[src/rtl/demux_stream.sv]
// demux_stream: registered 1-to-NUM_OUT stream demultiplexer.
// Each input beat is steered to the output port named by I_SEL. Every port has
// a one-entry holding register with VALID/READY flow control. Beats addressed
// to a port index >= NUM_OUT are discarded and reported on ERR/DROP_CNT.
//
// Ports:
//   CLK       rising-edge clock
//   RSTN      synchronous active-low reset
//   I_VALID   input beat valid
//   I_READY   input beat accepted when I_VALID & I_READY
//   I_DATA    input beat data (DATA_W)
//   I_SEL     destination port index (SEL_W), sampled with the beat
//   O_VALID   per-port valid, bit k = port k
//   O_READY   per-port ready
//   O_DATA    port k occupies bits [k*DATA_W +: DATA_W]
//   ERR       one-cycle pulse per dropped beat
//   DROP_CNT  dropped-beat count, saturating at 255
//
// Build option: define DEMUX_SKID_EN to insert a 2-entry input skid stage that
// makes I_READY a pure flop output (latency 2 instead of 1).
module demux_stream #(
    parameter int DATA_W  = 8,
    parameter int NUM_OUT = 4,
    parameter int SEL_W   = 2
) (
    input  logic                      CLK,
    input  logic                      RSTN,
    input  logic                      I_VALID,
    output logic                      I_READY,
    input  logic [DATA_W-1:0]         I_DATA,
    input  logic [SEL_W-1:0]          I_SEL,
    output logic [NUM_OUT-1:0]        O_VALID,
    input  logic [NUM_OUT-1:0]        O_READY,
    output logic [NUM_OUT*DATA_W-1:0] O_DATA,
    output logic                      ERR,
    output logic [7:0]                DROP_CNT
);

    function automatic logic [7:0] sat_inc(input logic [7:0] v);
        return (v == 8'hFF) ? v : v + 8'd1;
    endfunction

    // Beat presented to the steering logic (head of the input side)
    logic [DATA_W-1:0] hd_data_p0;
    logic [SEL_W-1:0]  hd_sel_p0;
    logic              hd_take;
    logic              hd_free;
    logic              hd_in_range;

    // hd_free: target slot is empty or drains this edge. Out-of-range targets
    // are always free so the beat can be discarded.
    always_comb begin
        hd_free     = 1'b1;
        hd_in_range = 1'b0;
        for (int k = 0; k < NUM_OUT; k++) begin
            if (hd_sel_p0 == SEL_W'(k)) begin
                hd_free     = ~O_VALID[k] | O_READY[k];
                hd_in_range = 1'b1;
            end
        end
    end

`ifdef DEMUX_SKID_EN
    // Two-entry FIFO: main is the head, skid holds the overflow beat.
    logic              m_vld_p0, s_vld_p0, rdy_q;
    logic              m_vld_n, s_vld_n;
    logic [DATA_W-1:0] m_data_p0, s_data_p0;
    logic [SEL_W-1:0]  m_sel_p0, s_sel_p0;
    logic              push;

    assign hd_data_p0 = m_data_p0;
    assign hd_sel_p0  = m_sel_p0;
    assign hd_take    = m_vld_p0 & hd_free;
    assign I_READY    = rdy_q;
    assign push       = I_VALID & rdy_q;

    always_comb begin
        m_vld_n = m_vld_p0;
        s_vld_n = s_vld_p0;
        if (hd_take) begin
            m_vld_n = s_vld_p0 | push;
            s_vld_n = 1'b0;
        end else if (!m_vld_p0) begin
            m_vld_n = push;
        end else if (push) begin
            s_vld_n = 1'b1;
        end
    end

    always_ff @(posedge CLK) begin
        if (!RSTN) begin
            m_vld_p0 <= 1'b0;
            s_vld_p0 <= 1'b0;
            rdy_q    <= 1'b0;
        end else begin
            m_vld_p0 <= m_vld_n;
            s_vld_p0 <= s_vld_n;
            rdy_q    <= ~s_vld_n;
        end
    end

    // Skid entry always refills main first, which keeps input order.
    always_ff @(posedge CLK) begin
        if (hd_take && s_vld_p0) begin
            m_data_p0 <= s_data_p0;
            m_sel_p0  <= s_sel_p0;
        end else if (push && (hd_take || !m_vld_p0)) begin
            m_data_p0 <= I_DATA;
            m_sel_p0  <= I_SEL;
        end
        if (push && m_vld_p0 && !hd_take) begin
            s_data_p0 <= I_DATA;
            s_sel_p0  <= I_SEL;
        end
    end
`else
    logic rstn_q;

    always_ff @(posedge CLK) begin
        rstn_q <= RSTN;
    end

    assign hd_data_p0 = I_DATA;
    assign hd_sel_p0  = I_SEL;
    assign I_READY    = RSTN & rstn_q & hd_free;
    assign hd_take    = I_VALID & I_READY;
`endif

    // Output slots: load on accept (replaces a draining beat with no bubble),
    // otherwise clear when the consumer takes the beat.
    always_ff @(posedge CLK) begin
        if (!RSTN) begin
            O_VALID  <= '0;
            O_DATA   <= '0;
            ERR      <= 1'b0;
            DROP_CNT <= 8'd0;
        end else begin
            ERR <= hd_take & ~hd_in_range;
            if (hd_take && !hd_in_range)
                DROP_CNT <= sat_inc(DROP_CNT);
            for (int k = 0; k < NUM_OUT; k++) begin
                if (hd_take && hd_sel_p0 == SEL_W'(k)) begin
                    O_VALID[k]                   <= 1'b1;
                    O_DATA[k*DATA_W +: DATA_W] <= hd_data_p0;
                end else if (O_READY[k]) begin
                    O_VALID[k] <= 1'b0;
                end
            end
        end
    end

endmodule
[config.mk]
export PLATFORM = sky130hd
export DESIGN_NAME = demux_stream
export DESIGN_NICKNAME = d
export VERILOG_FILES = /design/src/rtl/demux_stream.sv
export SDC_FILE = /design/constraint.sdc
export NUM_CORES = 1
export LEC_CHECK = 0
export BUFFER_PORTS_ARGS = -buffer_cell sky130_fd_sc_hd__clkbuf_2
export CORE_MARGIN = 4
export CORE_UTILIZATION = 51
export DETAILED_ROUTE_END_ITERATION = 6
export GPL_ROUTABILITY_DRIVEN = 0
export GPL_TIMING_DRIVEN = 1
export HOLD_SLACK_MARGIN = 0.1
export PLACE_DENSITY_LB_ADDON = 0.15
export SLEW_MARGIN = 15
export SYNTH_ARGS = -nofsm -noshare
export SYNTH_HDL_FRONTEND = slang
export SYNTH_SLANG_ARGS = --single-unit
[constraint.sdc]
create_clock -name CLK -period 4.1 [get_ports CLK]
set_clock_uncertainty 0.05 [all_clocks]
set_input_delay 0.41 -clock CLK [delete_from_list [all_inputs] [get_ports CLK]]
set_output_delay 0.41 -clock CLK [all_outputs]
set_load 0.02 [all_outputs]
==> run summary <==
Total negative slack - 0 ns
Worst-Margin Slew - 0.978 ns
Vias - 1274
Vias in the first global route - 1292
Max Root-Sink Buffers - 2
Die area - 4270 um^2
Fin util - 67.1%
Syn Area/Cell - 10.6 um^2
PwrDens - 373 nW/um^2
Slew headroom - 34.6%
Max-cap viol count - 0
Cells taking the most area after synthesis - dfxtp_1 55%, mux2i_1 19%, nand2_1 9.4%, and2_1 3.7%, nand2b_1 1.5%
Pleak - 0.999 nW
DRT Pass-1 Iters - 4
CTS tree - done
Fmax - 0.460 GHz
Largest net degree at the start of global routing - 56
Final Max Tran Viols - 0
Syn-to-layout area delta - 24.1%
Area fraction of the dominant cell type after synthesis - 54.9%
Type of the worst min-delay path - in -> reg
Syn_nets - 176
CP endpoint kind - primary output
Die W - 65.4 um
DRT iter0 DRCs - 34
Async set or reset register ratio after synthesis - 0%
Flops & latches, synth - 46
Worst vdd ir - 0.000262 V
Clock sinks - 46
Clock Latency Late Sink - 0.34 ns
Initial antenna violation count - 0
Cells after synthesis - 159
Final worst path period share - 53.0%
Ant. Diodes - 0
Critical Path RT - 3.64 ns
Fraction of layout cells with a size suffix above 1 - 33.0%
Initial Util - 54.1%
Core area - 3100 um^2
CP max FO - 55
Primary FF master, synth - dfxtp_1
I/O Buffers - 62
Cell Rows - 20
H-tree levels - 2
Vias per cell - 4.81
Crit Path Class - in -> out
Die height - 65.4 um
First-pass GRT wire length - 5640 um
GRT Total Usage - 17.4%
Post-route ant nets - 0
Mapped Area - 1680 um^2
EDFF count, synth - 0
Seq/Total Area, Yosys - 54.9%
IO Pins - 63
GRT overflow - 0
Final setup viols - 0
Num CTS Buffers - 5
Post-synthesis cell type count - 20
Post-CTS Setup Bufs - 0
Synth area leader - dfxtp_1
WHS - 0.315 ns
Fin crit period - 2.17 ns
Root Driver - clkbuf_4
Post-Route WL - 3360 um
CTS Hold Bufs - 0
Crit path arrival time - 1.71 ns
Clock-pin transition on the worst setup and hold timing paths - 0.13 ns
Status - completed
Startpoint types - input pin
RSZ-0062 raised after global routing - false
Wire per inst - 12.7 um
Final nets - 237
Most common cell in the netlist - dfxtp_1
Final Hold Viols - 0
Synth cell count leaders - 46 x dfxtp_1, 42 x nand2_1, 32 x mux2i_1
Cts repair resizes - 0
YS warnings - 0
# DRC - 0
Half-perimeter wire length after placement - 2480 um
==> worst max-delay path, stage by stage <==
cell and delay (ns):
clkbuf_2 0.72, and2_1 0.28, and2_1 0.13, clkbuf_2 0.16
==> where the power goes <==
| part | total (mW) | switching, mW | leakage [nW] | internal (mW) |
|---|---|---|---|---|
| combinational | 0.0558 | 0.0353 | 0.587 | 0.0205 |
| sequential | 0.458 | 0.00403 | 0.372 | 0.454 |
| clock | 0.263 | 0.133 | 0.0395 | 0.130 |
==> layout by cell type (no fill, tap or decap), drive strengths merged, types with 2 or more instances in the layout <==
cell	netlist	routed
nor2b	4	4
dfxtp	46	46
nand4	2	2
clkbuf	5	69
and2	10	10
nand2b	4	4
nand2	43	43
mux2i	32	32
a21boi	2	2
o21a	2	2
==> layer usage <==
layer / wire length (um) / track usage (%)
met1: 1470 / 19.8
met3: 224 / 4.96
met2: 1620 / 30.6
met4: 47 / 6.48
met5: 0 / 0
==> layout make-up <==
| class | instances | area [um^2] |
|---|---|---|
| Clock buffer | 7 | 45.0 |
| Multi-Input combinational cell | 105 | 721 |
| Timing Repair Buffer | 62 | 310 |
| Clock inverter | 1 | 30.0 |
| Fill cell | 291 | 1020 |
| Sequential cell | 46 | 921 |
| Tap cell | 44 | 55.1 |
==> sequential cells by signal, summed over array words and instances (netlist names) <==
register  cells
DROP_CNT      8
O_VALID       4
rstn_q        1
ERR           1
O_DATA       32
==> stage by stage <==
step | power (mW) | instances | instance area (um^2) | setup WS (ns)
floorplan | 0.505 | 159 | 1680 | 2.34
global route | 0.813 | 265 | 2080 | 1.77
global placement | 0.523 | 257 | 2010 | 1.90
finish | 0.777 | 265 | 2080 | 1.93
CTS | 0.784 | 265 | 2080 | 1.92
detailed placement | 0.525 | 257 | 2010 | 1.73
==> final timing paths <==
| kind | depth (start not counted) | start | slack, ns | to |
|---|---|---|---|---|
| worst max-delay path | 4 | RSTN | 1.93 | I_READY |
| worst min-delay path | 3 | I_DATA[1] | 0.31 | O_DATA[9]$_SDFFE_PN0P_ |
| worst max register to register | 3 | rstn_q$_DFF_P_ | 2.38 | O_DATA[31]$_SDFFE_PN0P_ |
| worst min register to register | 2 | O_DATA[28]$_SDFFE_PN0P_ | 0.42 | O_DATA[28]$_SDFFE_PN0P_ |
==> logic make-up (layout without fill, tap and decap cells) <==
family | Yosys count | count (layout) | synth area share [%]
simple gates | 67 | 67 | 20.5
flops | 46 | 46 | 54.9
mux | 33 | 33 | 20.4
buf+inv | 8 | 70 | 2.16
compound gates | 4 | 4 | 1.79
other cells | 1 | 1 | 0.223
(Power assumes the default switching activity.)
